`config.mk`:
```
export PLATFORM = sky130hd
export DESIGN_NAME = alu_mc
export DESIGN_NICKNAME = d
export VERILOG_FILES = /design/src/rtl/alu_mc_pkg.sv /design/src/rtl/alu_muldiv_iter.sv /design/src/rtl/alu_mc.sv
export SDC_FILE = /design/constraint.sdc
export NUM_CORES = 1
export LEC_CHECK = 0
export CAP_MARGIN = 20
export CORE_MARGIN = 2
export CORE_UTILIZATION = 45
export CTS_BUF_LIST = sky130_fd_sc_hd__clkbuf_2 sky130_fd_sc_hd__clkbuf_4 sky130_fd_sc_hd__clkbuf_8
export DETAILED_ROUTE_END_ITERATION = 12
export GPL_TIMING_DRIVEN = 1
export PLACE_DENSITY_LB_ADDON = 0.25
export SLEW_MARGIN = 25
export SYNTH_ARGS = -nofsm -noshare
export SYNTH_HDL_FRONTEND = slang
export SYNTH_HIERARCHICAL = 1
export SYNTH_SLANG_ARGS = --single-unit
export TNS_END_PERCENT = 1
```
`constraint.sdc`:
```
create_clock -name clk -period 6.85 [get_ports clk]
set_input_delay 0.685 -clock clk [delete_from_list [all_inputs] [get_ports clk]]
set_output_delay 0.685 -clock clk [all_outputs]
set_load 0.01 [all_outputs]
```
`src/rtl/alu_mc_pkg.sv`:
```
// Shared funct encodings, FSM state type and decode helpers for the multi-cycle ALU.
// Base codes keep their original values; the M extension occupies 16..23 in RISC-V funct3 order.
package alu_mc_pkg;

  localparam int ALU_FUNCT_WIDTH = 5;

  typedef logic [ALU_FUNCT_WIDTH-1:0] funct_t;

  localparam funct_t FN_AND    = 5'd0;
  localparam funct_t FN_OR     = 5'd1;
  localparam funct_t FN_XOR    = 5'd2;
  localparam funct_t FN_NOR    = 5'd3;
  localparam funct_t FN_SLT    = 5'd4;
  localparam funct_t FN_SLTU   = 5'd5;
  localparam funct_t FN_SLL    = 5'd6;
  localparam funct_t FN_SRL    = 5'd7;
  localparam funct_t FN_SRA    = 5'd8;
  localparam funct_t FN_ADD    = 5'd9;
  localparam funct_t FN_SUB    = 5'd10;
  localparam funct_t FN_MUL    = 5'd16;
  localparam funct_t FN_MULH   = 5'd17;
  localparam funct_t FN_MULHSU = 5'd18;
  localparam funct_t FN_MULHU  = 5'd19;
  localparam funct_t FN_DIV    = 5'd20;
  localparam funct_t FN_DIVU   = 5'd21;
  localparam funct_t FN_REM    = 5'd22;
  localparam funct_t FN_REMU   = 5'd23;

  typedef enum logic [1:0] {
    ST_IDLE = 2'd0,
    ST_BUSY = 2'd1,
    ST_FIX  = 2'd2,
    ST_DONE = 2'd3
  } state_t;

  function automatic logic is_muldiv(input funct_t f);
    return f[4:3] == 2'b10;
  endfunction

  function automatic logic is_div(input funct_t f);
    return f[4:2] == 3'b101;
  endfunction

endpackage

```
`src/rtl/alu_muldiv_iter.sv`:
```
// Iterative radix-2 multiply/divide datapath: magnitude load, N shift-add or
// restoring-subtract steps, and a combinational sign fix-up of the final value.
module alu_muldiv_iter
  import alu_mc_pkg::*;
#(
  parameter int N = 32,
  localparam int SHW = $clog2(N)
) (
  input  logic         clk,
  input  logic         rst_n,
  input  logic         clear,
  input  logic         load,
  input  logic         step,
  input  funct_t       funct,
  input  logic [N-1:0] x,
  input  logic [N-1:0] y,
  output logic         last,
  output logic [N-1:0] result
);

  logic [N-1:0]   hi;
  logic [N-1:0]   lo;
  logic [N-1:0]   opb;
  logic [SHW-1:0] count;
  logic           div_op;
  logic           sel_hi;
  logic           sel_rem;
  logic           neg_res;

  logic           a_sgn;
  logic           b_sgn;
  logic           a_neg;
  logic           b_neg;
  logic [N-1:0]   mag_a;
  logic [N-1:0]   mag_b;
  logic [N:0]     sum;
  logic [N:0]     shifted;
  logic [N:0]     diff;
  logic [2*N-1:0] prod;
  logic [N-1:0]   qr;

  always_comb begin
    a_sgn = is_div(funct) ? !funct[0] : (funct[1:0] == 2'b01 || funct[1:0] == 2'b10);
    b_sgn = is_div(funct) ? !funct[0] : (funct[1:0] == 2'b01);
    a_neg = a_sgn && x[N-1];
    b_neg = b_sgn && y[N-1];
    mag_a = a_neg ? -x : x;
    mag_b = b_neg ? -y : y;
  end

  // Multiply keeps {hi,lo} as the running product with the multiplier shifting out of lo;
  // divide keeps the partial remainder in hi and grows the quotient into lo.
  always_comb begin
    sum     = {1'b0, hi} + (lo[0] ? {1'b0, opb} : {(N+1){1'b0}});
    shifted = {hi, lo[N-1]};
    diff    = shifted - {1'b0, opb};
  end

  always_ff @(posedge clk or negedge rst_n) begin
    if (!rst_n) begin
      hi      <= '0;
      lo      <= '0;
      opb     <= '0;
      count   <= '0;
      div_op  <= 1'b0;
      sel_hi  <= 1'b0;
      sel_rem <= 1'b0;
      neg_res <= 1'b0;
    end else if (clear) begin
      count <= '0;
    end else if (load) begin
      hi      <= '0;
      lo      <= mag_a;
      opb     <= mag_b;
      count   <= '0;
      div_op  <= is_div(funct);
      sel_hi  <= !is_div(funct) && (funct[1:0] != 2'b00);
      sel_rem <= funct[1];
      neg_res <= (is_div(funct) && funct[1]) ? a_neg : (a_neg ^ b_neg);
    end else if (step) begin
      count <= count + 1'b1;
      if (div_op) begin
        if (!diff[N]) begin
          hi <= diff[N-1:0];
          lo <= {lo[N-2:0], 1'b1};
        end else begin
          hi <= shifted[N-1:0];
          lo <= {lo[N-2:0], 1'b0};
        end
      end else begin
        hi <= sum[N:1];
        lo <= {sum[0], lo[N-1:1]};
      end
    end
  end

  assign last = &count;

  always_comb begin
    prod   = neg_res ? -{hi, lo} : {hi, lo};
    qr     = sel_rem ? hi : lo;
    result = '0;
    if (div_op) result = neg_res ? -qr : qr;
    else        result = sel_hi ? prod[2*N-1:N] : prod[N-1:0];
  end

endmodule

```
`src/rtl/alu_mc.sv`:
```
// Multi-cycle ALU: single-cycle base functions and fast-path divide cases, plus
// RV32M multiply/divide on the shared iterative datapath, with registered results.
module alu_mc
  import alu_mc_pkg::*;
#(
  parameter int N = 32,
  localparam int SHW = $clog2(N)
) (
  input  logic                       clk,
  input  logic                       rst_n,
  input  logic                       flush,
  input  logic                       in_valid,
  output logic                       in_ready,
  input  logic [N-1:0]               x,
  input  logic [N-1:0]               y,
  input  logic [ALU_FUNCT_WIDTH-1:0] funct,
  output logic                       out_valid,
  input  logic                       out_ready,
  output logic [N-1:0]               z,
  output logic                       equal,
  output logic                       zero,
  output logic                       overflow,
  output logic                       div_zero
);

  state_t       state;
  state_t       state_n;
  logic         accept;
  logic         load;
  logic         step;
  logic         iter_op;
  logic         fast;
  logic         y_zero;
  logic         min_by_neg1;
  logic         iter_last;
  logic [N-1:0] iter_z;
  logic [N-1:0] sum;
  logic [N-1:0] diff;
  logic [N-1:0] base_z;
  logic         base_ov;
  logic         base_dz;
  logic         base_def;

  // Handshake: a transfer happens on a rising edge where valid and ready are both high;
  // in_ready depends only on state and out_ready, and flush cancels any transfer that cycle.
  assign in_ready = (state == ST_IDLE) || (state == ST_DONE && out_ready);
  assign accept   = in_valid && in_ready && !flush;

  assign y_zero      = ~|y;
  assign min_by_neg1 = !funct[0] && (x == {1'b1, {(N-1){1'b0}}}) && (&y);
  assign fast        = is_div(funct) && (y_zero || min_by_neg1);
  assign iter_op     = is_muldiv(funct) && !fast;

  always_comb begin
    state_n = state;
    step    = 1'b0;
    unique case (state)
      ST_IDLE, ST_DONE: begin
        if (accept) state_n = iter_op ? ST_BUSY : ST_DONE;
        else if (state == ST_DONE && out_ready) state_n = ST_IDLE;
      end
      ST_BUSY: begin
        step = 1'b1;
        if (iter_last) state_n = ST_FIX;
      end
      ST_FIX:  state_n = ST_DONE;
      default: state_n = ST_IDLE;
    endcase
    if (flush) begin
      state_n = ST_IDLE;
      step    = 1'b0;
    end
  end

  assign load = accept && iter_op;

  always_ff @(posedge clk or negedge rst_n) begin
    if (!rst_n) state <= ST_IDLE;
    else        state <= state_n;
  end

  // Fast-path divide entries are only consumed when fast is set; MIN / -1 returns x itself.
  always_comb begin
    sum      = x + y;
    diff     = x - y;
    base_z   = '0;
    base_ov  = 1'b0;
    base_dz  = 1'b0;
    base_def = 1'b1;
    case (funct)
      FN_AND:  base_z = x & y;
      FN_OR:   base_z = x | y;
      FN_XOR:  base_z = x ^ y;
      FN_NOR:  base_z = ~(x | y);
      FN_SLT:  base_z = {{(N-1){1'b0}}, ($signed(x) < $signed(y))};
      FN_SLTU: base_z = {{(N-1){1'b0}}, (x < y)};
      FN_SLL:  base_z = x << y[SHW-1:0];
      FN_SRL:  base_z = x >> y[SHW-1:0];
      FN_SRA:  base_z = $unsigned($signed(x) >>> y[SHW-1:0]);
      FN_ADD: begin
        base_z  = sum;
        base_ov = (x[N-1] == y[N-1]) && (sum[N-1] != x[N-1]);
      end
      FN_SUB: begin
        base_z  = diff;
        base_ov = (x[N-1] != y[N-1]) && (diff[N-1] != x[N-1]);
      end
      FN_DIV: begin
        base_z  = y_zero ? '1 : x;
        base_dz = y_zero;
        base_ov = !y_zero;
      end
      FN_DIVU: begin
        base_z  = '1;
        base_dz = y_zero;
      end
      FN_REM, FN_REMU: begin
        base_z  = y_zero ? x : '0;
        base_dz = y_zero;
      end
      default: base_def = 1'b0;
    endcase
  end

  alu_muldiv_iter #(.N(N)) u_iter (
    .clk    (clk),
    .rst_n  (rst_n),
    .clear  (flush),
    .load   (load),
    .step   (step),
    .funct  (funct),
    .x      (x),
    .y      (y),
    .last   (iter_last),
    .result (iter_z)
  );

  always_ff @(posedge clk or negedge rst_n) begin
    if (!rst_n) begin
      out_valid <= 1'b0;
      z         <= '0;
      equal     <= 1'b0;
      zero      <= 1'b0;
      overflow  <= 1'b0;
      div_zero  <= 1'b0;
    end else begin
      out_valid <= (state_n == ST_DONE);
      if (accept) equal <= (iter_op || base_def) && (x == y);
      if (accept && !iter_op) begin
        z        <= base_z;
        zero     <= base_def && (base_z == '0);
        overflow <= base_ov;
        div_zero <= base_dz;
      end else if (state == ST_FIX && !flush) begin
        z        <= iter_z;
        zero     <= (iter_z == '0);
        overflow <= 1'b0;
        div_zero <= 1'b0;
      end
    end
  end

endmodule

```
==> flow_summary.yaml <==
cells_and_area:
  final_cell_count_no_fill: 4372
  regArea_um2: 3610
  multi_input_area_um2: 21100
  final_nets: 3847
  final_core_util_pct: 48.6
  drive_gt1_share_pct: 8.67
  fillers: 6031
  syn2layout_area_growth_pct: 7.37
  fin_area_um2: 28600
synthesis:
  ys_seq_elements: 144
  synth_area_per_cell_um2: 7.27
  syn_area_um2: 26600
  synth_top_area_share_pct: 13.5
  synth_edf_count: 0
  synth_area_leader_cell: "dfrtp_1"
  ys_types: 108
  syn_inst: 3663
  syn_nets: 3926
  synth_ff_type: "dfrtp_1"
  ys_seq_area_share_pct: 13.5
  yosysWarnings: 6
  synth.area.top_cells: "dfrtp_1 14%, ha_1 8.7%, mux2i_1 6.1%"
  async_flop_share_pct: 100
die:
  die_h_um: 247
  dieArea_um2: 61100
  ios: 112
  die_w_um: 247
  start_util_pct: 45.3
  core_um2: 58800
  rows: 89
routing:
  vias: 30400
  post_drt_wl_per_cell_um: 29.3
  dr.pass1.iters: 6
  postRouteAntennaNets: 0
  drcViolationCount: 0
  wl_um: 128000
  via_per_inst: 6.95
  drt-initial-drc-count: 4427
worst_setup_path:
  crit_path_end: "zero"
  cp-end-kind: "flop"
  crit_fanout: 16
  reg2reg_depth: 16
  r2r-end: "zero"
  critical_path_required_ns: 7.30
  startpoint_type: "primary input"
  r2r_start: "u_iter/sel_rem"
  r2r_slack_ns: 2.04
  worstSetupStartpoint: "x[4]"
  worst-setup-path-type: "in -> reg"
  crit_arrival_ns: 5.95
sta:
  slew-limit-headroom_pct: 10.1
  skew_ns: 0.0262
  fmax_mhz: 182
  setup_viol: 0
  holdWs_ns: 0.234
  slew_violations: 0
  worst_slew_pin_slew_ns: 1.33
  rsz0062_at_grt: "no"
  hold_viol_final: 0
  fin_crit_ns: 5.49
  finalCritPeriodShare_pct: 80.2
  tns_ns: 0
placement:
  gp_congestion: 1.12
  dpl_cell_area_um2: 28200
  dp_hpwl_um: 97600
  dp_cells: 4338
  io_buffers: 111
cts:
  clkLatencyLatePin_ns: 0.53
  clk_path_buf_depth: 2
  ctsHoldBuffers: 0
  cts.clk_slew.worst_paths_ns: 0.11
  cts_setup_buffers: 0
  htreeDepth: 4
  cts_resized: 0
  cts.sinks: 144
  cts_tree: "done"
  numCtsBuffers: 17
  root_buffer: "clkbuf_8"
outcome:
  status: "completed"
power:
  vdd_ir_drop_max_mv: 0.321
  pwr_density_cell_nw_per_um2: 349
  p_leak_nw: 11.6
grt:
  grt_use_total_pct: 40.8
  grt_overflow: 0
  grt_pass1_wl_um: 186000
  antenna_found_initial: 6
  grt_pass1_vias: 27800
  grt_max_degree: 87
run:
  drv_cap: 0
hold_path:
  min_path_type: "in -> async"
synthesized netlist by cell type, types with 45 or more instances:
cell type    n
nand2_1    357
nor2_1     335
a21oi_1    283
o21ai_0    263
clkbuf_1   216
ha_1       185
mux2i_1    161
inv_1      157
dfrtp_1    144
xnor2_1    129
xor2_1     100
nor3_1      87
nand3_1     73
nor4_1      73
buf_2       57
mux2_2      57
o31ai_1     54
a21o_1      52
a211oi_1    49
nand4_1     48
o211ai_1    45
logic make-up (layout without fill, tap and decap cells):
family | after synthesis | count (layout) | synth area share (%)
AO/OA/AOI/OAI | 1149 | 1149 | 28.4
XOR/XNOR | 229 | 229 | 7.53
adder cells (fa/ha/maj) | 189 | 189 | 8.99
buffers and inverters | 471 | 405 | 7.33
flip-flops | 144 | 144 | 13.5
multiplexers | 260 | 260 | 12.0
other | 0 | 2 | 0
AND/OR/NAND/NOR | 1221 | 1221 | 22.2
cell type report:
| cell class | count | share of cell area, % |
|---|---|---|
| clock buffer | 18 | 0.866 |
| sequential | 144 | 12.6 |
| antenna | 2 | 0.0175 |
| tap | 773 | 3.38 |
| inverter | 161 | 2.11 |
| timing repair buffer | 212 | 6.54 |
| clock inverter | 14 | 0.582 |
| multi-input combinational | 3048 | 73.9 |
report_power, final:
group / switching, mW / total [mW] / internal, mW
logic: 4.54 / 7.38 / 2.83
clock network: 0.432 / 0.749 / 0.317
registers: 0.715 / 1.85 / 1.14
total: 5.69 / 9.98 / 4.29
metal layers:
metal	wire length, µm	vias to the layer above	GRT usage, %
met5	47	-	0
met4	10900	8	28.4
met3	14200	565	8.03
met2	53700	2165	60.9
met1	49400	14300	52.8
li1	-	13400	-
metrics by stage:
step                worst slack, ns  total power [mW]
floorplan                      1.84              6.71
global placement               1.19              8.96
detailed placement             1.19              8.97
CTS                            1.72              9.75
global route                   1.42              10.6
finish                         1.36              9.98
layout by cell type (no fill, tap or decap), types with 29 or more instances in the layout:
cell type	instances
a31oi_1	38
mux2i_1	161
buf_4	101
a21oi_1	283
o21ai_0	262
nand3_1	73
a211oi_1	49
or3_1	29
inv_1	156
xor2_1	99
dfrtp_1	140
nand2_1	356
a21o_1	52
and3_1	29
nand2b_1	37
o22ai_1	35
xnor2_1	128
nand4_1	48
nor4_1	73
mux2_2	57
nor2b_1	34
clkdlybuf4s50_1	104
mux4_2	38
ha_1	185
o211ai_1	45
o31ai_1	54
nor2_1	335
nor3_1	86
flip-flops by register name, summed over array words and instances (netlist names):
signal          flops
div_zero            1
equal               1
out_valid           1
overflow            1
state               2
u_iter/count        5
u_iter/div_op       1
u_iter/hi          32
u_iter/lo          32
u_iter/neg_res      1
u_iter/opb         32
u_iter/sel_hi       1
u_iter/sel_rem      1
z                  32
zero                1
worst min path at each step:
| stage | endpoint | startpoint | cells past startpoint | slack [ns] |
|---|---|---|---|---|
| finish | u_iter/opb[18] | rst_n | 1 | 0.23 |
| global route | u_iter/hi[22] | rst_n | 1 | 0.27 |
| CTS | u_iter/opb[18] | rst_n | 1 | 0.25 |
| detailed placement | u_iter/opb[30] | u_iter/opb[30] | 2 | 0.47 |
| global placement | u_iter/opb[24] | u_iter/opb[24] | 2 | 0.46 |
| floorplan | div_zero | rst_n | 0 | 0.39 |
critical path, cell delays in order:
cell,delay [ns]
clkdlybuf4s50_1,0.99
inv_1,0.15
ha_1,0.42
nor2_1,0.40
o211ai_1,0.28
a31oi_1,0.37
a41oi_1,0.41
o21ai_0,0.65
a21boi_0,0.31
a21oi_1,0.28
mux2_2,0.19
o22ai_1,0.12
nor4_1,0.46
a41o_1,0.23
Power figures use the tool's default switching activity.
